===== src/rtl/fifo.sv =====
// ----------------------------------------------------------------------------
// fifo
//   Single-clock first-word-fall-through FIFO. The producer pushes with enq and
//   the consumer pops with deq. full and empty come straight from the
//   registered pointers. dout always shows the head entry, and it reads zero
//   while the queue is empty.
//
// Parameters
//   WIDTH  data width of din/dout
//   DEPTH  number of entries (power of two, >= 2)
//
// Ports
//   clk        rising-edge clock
//   reset      asynchronous reset, active low (0 = in reset)
//   enq        enqueue request, din captured when accepted
//   din        write data
//   deq        dequeue request, head removed when accepted
//   full       DEPTH entries stored
//   dout       head-of-queue data (0 when empty)
//   empty      no entries stored
//   overflow   (FIFO_STATUS_EN only) sticky: push attempted while full, no pop
//   underflow  (FIFO_STATUS_EN only) sticky: pop attempted while empty
//
// Build option
//   Define FIFO_STATUS_EN to add the sticky overflow/underflow outputs.
// ----------------------------------------------------------------------------
module fifo #(
  parameter int WIDTH = 8,
  parameter int DEPTH = 16
) (
  input  logic             clk,
  input  logic             reset,
  input  logic             enq,
  input  logic [WIDTH-1:0] din,
  input  logic             deq,
  output logic             full,
  output logic [WIDTH-1:0] dout,
  output logic             empty
`ifdef FIFO_STATUS_EN
  ,
  output logic             overflow,
  output logic             underflow
`endif
);

  localparam int ADDR_W = $clog2(DEPTH);

  logic [WIDTH-1:0] mem [DEPTH];

  // Pointers carry one extra wrap bit so that full and empty can be told apart
  logic [ADDR_W:0] wrPtr_q, wrPtr_d;
  logic [ADDR_W:0] rdPtr_q, rdPtr_d;
  logic [ADDR_W-1:0] wrIdx, rdIdx;
  logic wrAcc, rdAcc;

  assign wrIdx = wrPtr_q[ADDR_W-1:0];
  assign rdIdx = rdPtr_q[ADDR_W-1:0];

  assign empty = (wrPtr_q == rdPtr_q);
  assign full  = (wrIdx == rdIdx) && (wrPtr_q[ADDR_W] != rdPtr_q[ADDR_W]);

  // A push while full still goes through when a pop frees the head slot in
  // the same cycle. A pop on an empty queue does nothing.
  assign wrAcc = enq & (~full | deq);
  assign rdAcc = deq & ~empty;

  assign dout = empty ? '0 : mem[rdIdx];

  // Next-state pointers. They wrap naturally at 2*DEPTH.
  always_comb begin
    wrPtr_d = wrPtr_q;
    rdPtr_d = rdPtr_q;
    if (wrAcc) wrPtr_d = wrPtr_q + (ADDR_W+1)'(1);
    if (rdAcc) rdPtr_d = rdPtr_q + (ADDR_W+1)'(1);
  end

  // Pointer registers. On reset both clear, so the queue is empty at once.
  always_ff @(posedge clk or negedge reset) begin
    if (!reset) begin
      wrPtr_q <= '0;
      rdPtr_q <= '0;
    end else begin
      wrPtr_q <= wrPtr_d;
      rdPtr_q <= rdPtr_d;
    end
  end

  // Storage array. It has no reset because the pointers alone define which
  // entries are valid.
  always_ff @(posedge clk) begin
    if (wrAcc) mem[wrIdx] <= din;
  end

`ifdef FIFO_STATUS_EN
  logic overflow_q, underflow_q;

  // Sticky error flags. Only reset clears them.
  always_ff @(posedge clk or negedge reset) begin
    if (!reset) begin
      overflow_q  <= 1'b0;
      underflow_q <= 1'b0;
    end else begin
      if (enq & full & ~deq) overflow_q  <= 1'b1;
      if (deq & empty)       underflow_q <= 1'b1;
    end
  end

  assign overflow  = overflow_q;
  assign underflow = underflow_q;
`endif

endmodule


===== config.mk =====
export PLATFORM = sky130hd
export DESIGN_NAME = fifo
export DESIGN_NICKNAME = d
export VERILOG_FILES = /design/src/rtl/fifo.sv
export SDC_FILE = /design/constraint.sdc
export NUM_CORES = 1
export LEC_CHECK = 0
export CAP_MARGIN = 20
export CORE_MARGIN = 2
export CORE_UTILIZATION = 35
export CTS_CLUSTER_SIZE = 10
export DETAILED_ROUTE_END_ITERATION = 8
export PLACE_DENSITY = 0.63
export SYNTH_ARGS = -nofsm -noshare
export SYNTH_HDL_FRONTEND = slang
export SYNTH_SLANG_ARGS = --single-unit

===== constraint.sdc =====
create_clock -name clk -period 2 [get_ports clk]
set_clock_uncertainty 0.15 [all_clocks]
set_input_delay 0.4 -clock clk [delete_from_list [all_inputs] [get_ports clk]]
set_output_delay 0.4 -clock clk [all_outputs]
set_load 0.005 [all_outputs]

==> metrics.txt <==
status=finished, violations left; violated checks=setup timing; first-pass GRT wire length=18660 um; most common cell in the netlist=edfxtp_1; Critical Path End Type=primary output; P_leak=2.631 nW; fin crit share=1.395; setup slack after placement=-0.6175 ns; # diodes=0; Post-synth ARST share=0.07246; Layout area overhead=30.41%; critical-path cell list=buf_12, buf_6, mux4_2, mux2i_2, buf_4, nor2_4, a31oi_2, nor2_1, buf_2; WP data arrival=2.24 ns; setup TNS=-20.24 ns; Synth Warn #=0; startpoint types=flip-flop; Synth Instances=304; total number of vias=3042; remaining routing DRC violations=0; H-tree Lvls=4; Yosys reg bits=138; CTS sink cnt=138; Placer Congestion=0.7141; Total GRT Usage=0.1451; total power=0.01118 W; RSZ-0062 raised after global routing=yes; worst hold slack=0.1979 ns; Setup Crit Path Kind=flip-flop to primary output; synthesized cell area=0.005730 sq mm; layout cells sized above 1=0.4248; WL/cell=19.33 um; Synth Area in Compound Gates=0.03253; Chip Width=132.0 um; Peak VDD IR=640.6 uV; drt pass-1 iters=4; Post-Syn Nets=321; Final Util=0.4688; Final HPWL DP=7504 um; XOR/XNOR Fraction of Synth Area=0.02707; main combinational cell family by area after synthesis=multiplexers; r2r setup slk=-0.19 ns; number of max-slew violations in the final report=0; # hold bufs at CTS=0; Hold/Removal Path Class=primary input to asynchronous set/reset pin; Worst Path Max Fanout=4; Clk pin slew, worst setup/hold paths=0.06 ns; WP buf/inv=4; Skew-Pair Late Insertion Delay=0.42 ns; EDFF count, synth=128; Congestion Overflow GR=0; Post-Synth Simple-Gate Area=0.05218; Inserted Clock Buffers=17; max_slew headroom=0.5792; vias in the first global route=3231; IO Port Bufs=21; mux share of post-synthesis cell area=0.1389; CP peak stage delay=0.50 ns; Max Cap Viol=0; FP Rows=46; Top FF cell, synth=edfxtp_1; Longest Clk Path Bufs=2; largest net degree at the start of global routing=17; post-synth top area share=0.6707; Distinct cells, synth=39; Worst Path Required=1.45 ns; I/O pins=22; Slowest cell on crit path=mux4_2; Area contributors post-synth=edfxtp_1 (67%), mux4_2 (9.4%), dfrtp_1 (4.4%); die area=0.01741 sq mm; area leader, netlist=edfxtp_1; min Tclk post-route=2.790 ns; Tightest Pin Transition=0.6293 ns; Setup-failing EPs final=141; effective utilization at floorplan=0.3594; Final WS setup=-0.7899 ns; share of the yosys chip area belonging to registers=0.7144; CTS tree=done; synth cell count leaders=edfxtp_1 (128), mux4_2 (24), mux2i_1 (21), nor2_1 (16), and3_1 (12); top cell family by delay on the critical path=multiplexers; Power Dens Cells=1496 mW/mm^2; Die Y=132.0 um; Mean Syn Cell Area=18.85 sq um; Max Freq=0.3584 GHz; post-synthesis adder-cell area fraction=0.01092; initial antenna violation count=0; ANT nets after route=0; Via density=4.844; Fin. Hold Viols=0; NumNets Final=416; CTS root buf=clkbuf_16; Core Box Area=0.01594 sq mm; final WL=12140 um; Iter 0 DRT Violations=298
-- where the power goes --
group / total, W / internal (W) / switching, W
combinational: 0.00468 / 0.00255 / 0.00213
sequential: 0.00374 / 0.00353 / 0.000207
clock: 0.00276 / 0.00157 / 0.00119
total: 0.0112 / 0.00766 / 0.00353
-- final cells by class --
type                       instances  area, sq um
tap                              216        270.3
inverter                           3        11.26
clock inverter                    15        102.6
sequential                       138         4096
clock buffer                      17        425.4
timing repair buffer              90        869.6
fill                            1350         8469
multi-input combinational        149         1698
-- what timing repair did --
action | CTS | global route
resized for setup | 83 | 29
endpoints found under the setup margin | 146 | 145
pin swaps | 12 | 12
cloned | 1 | 2
setup buffers | 20 | 8
-- path summary, 6_finish.rpt --
check                                            start                endpoint  cells past startpoint
worst min register to register  wrPtr_q[4]$_DFFE_PN0P_  wrPtr_q[4]$_DFFE_PN0P_                      2
worst max-delay path            rdPtr_q[1]$_DFFE_PN0P_                 dout[0]                      9
worst max register to register  rdPtr_q[0]$_DFFE_PN0P_     mem[7][1]$_DFFE_PP_                      8
min in group clk                wrPtr_q[4]$_DFFE_PN0P_  wrPtr_q[4]$_DFFE_PN0P_                      2
worst min-delay path                             reset  wrPtr_q[0]$_DFFE_PN0P_                      1
max in group asynchronous                        reset  rdPtr_q[0]$_DFFE_PN0P_                      1
-- cells by family (layout without fill, tap and decap cells) --
logic type,Yosys count,in the layout
flops,138,138
simple gates,54,55
mux,49,49
compound gates,26,27
buf+inv,19,125
xor+xnor,13,13
fa+ha+maj,5,5
-- sequential cells by signal, summed over array words and instances (netlist names) --
signal   cells
rdPtr_q      5
mem        128
wrPtr_q      5
-- routing by layer --
| layer | global-route usage | vias up | routed length, um |
|---|---|---|---|
| met5 | 0 | - | 0 |
| met4 | 0.06824 | 0 | 115 |
| met3 | 0.04037 | 15 | 473 |
| met2 | 0.2350 | 63 | 6306 |
| met1 | 0.1812 | 1559 | 5241 |
| li1 | - | 1405 | - |
-- per-stage QoR --
| stage | cells | instance area, sq um |
|---|---|---|
| 2_1_floorplan | 304 | 5743 |
| 3_3_place_gp | 567 | 6449 |
| 3_5_place_dp | 567 | 6449 |
| 4_1_cts | 620 | 7345 |
| 5_1_grt | 628 | 7473 |
| 6_report | 628 | 7473 |
-- worst reg2reg max path: stages (launching register included) --
cell      delay (ns)
dfrtp_2         0.48
buf_12          0.18
xnor2_4         0.18
nand4_4         0.12
buf_6           0.16
o311ai_4        0.31
buf_6           0.18
nor2b_2         0.05
buf_6           0.14
-- cells in the final DEF (no fill, tap or decap), types with 8 or more instances in the layout --
master	instances
mux2i_1	18
dfrtp_1	8
clkdlybuf4s50_1	11
buf_6	17
and3_4	12
nor2_1	12
mux4_2	24
buf_4	44
edfxtp_1	128
buf_12	8
clkbuf_16	17
buf_2	8
(Power assumes the default switching activity.)
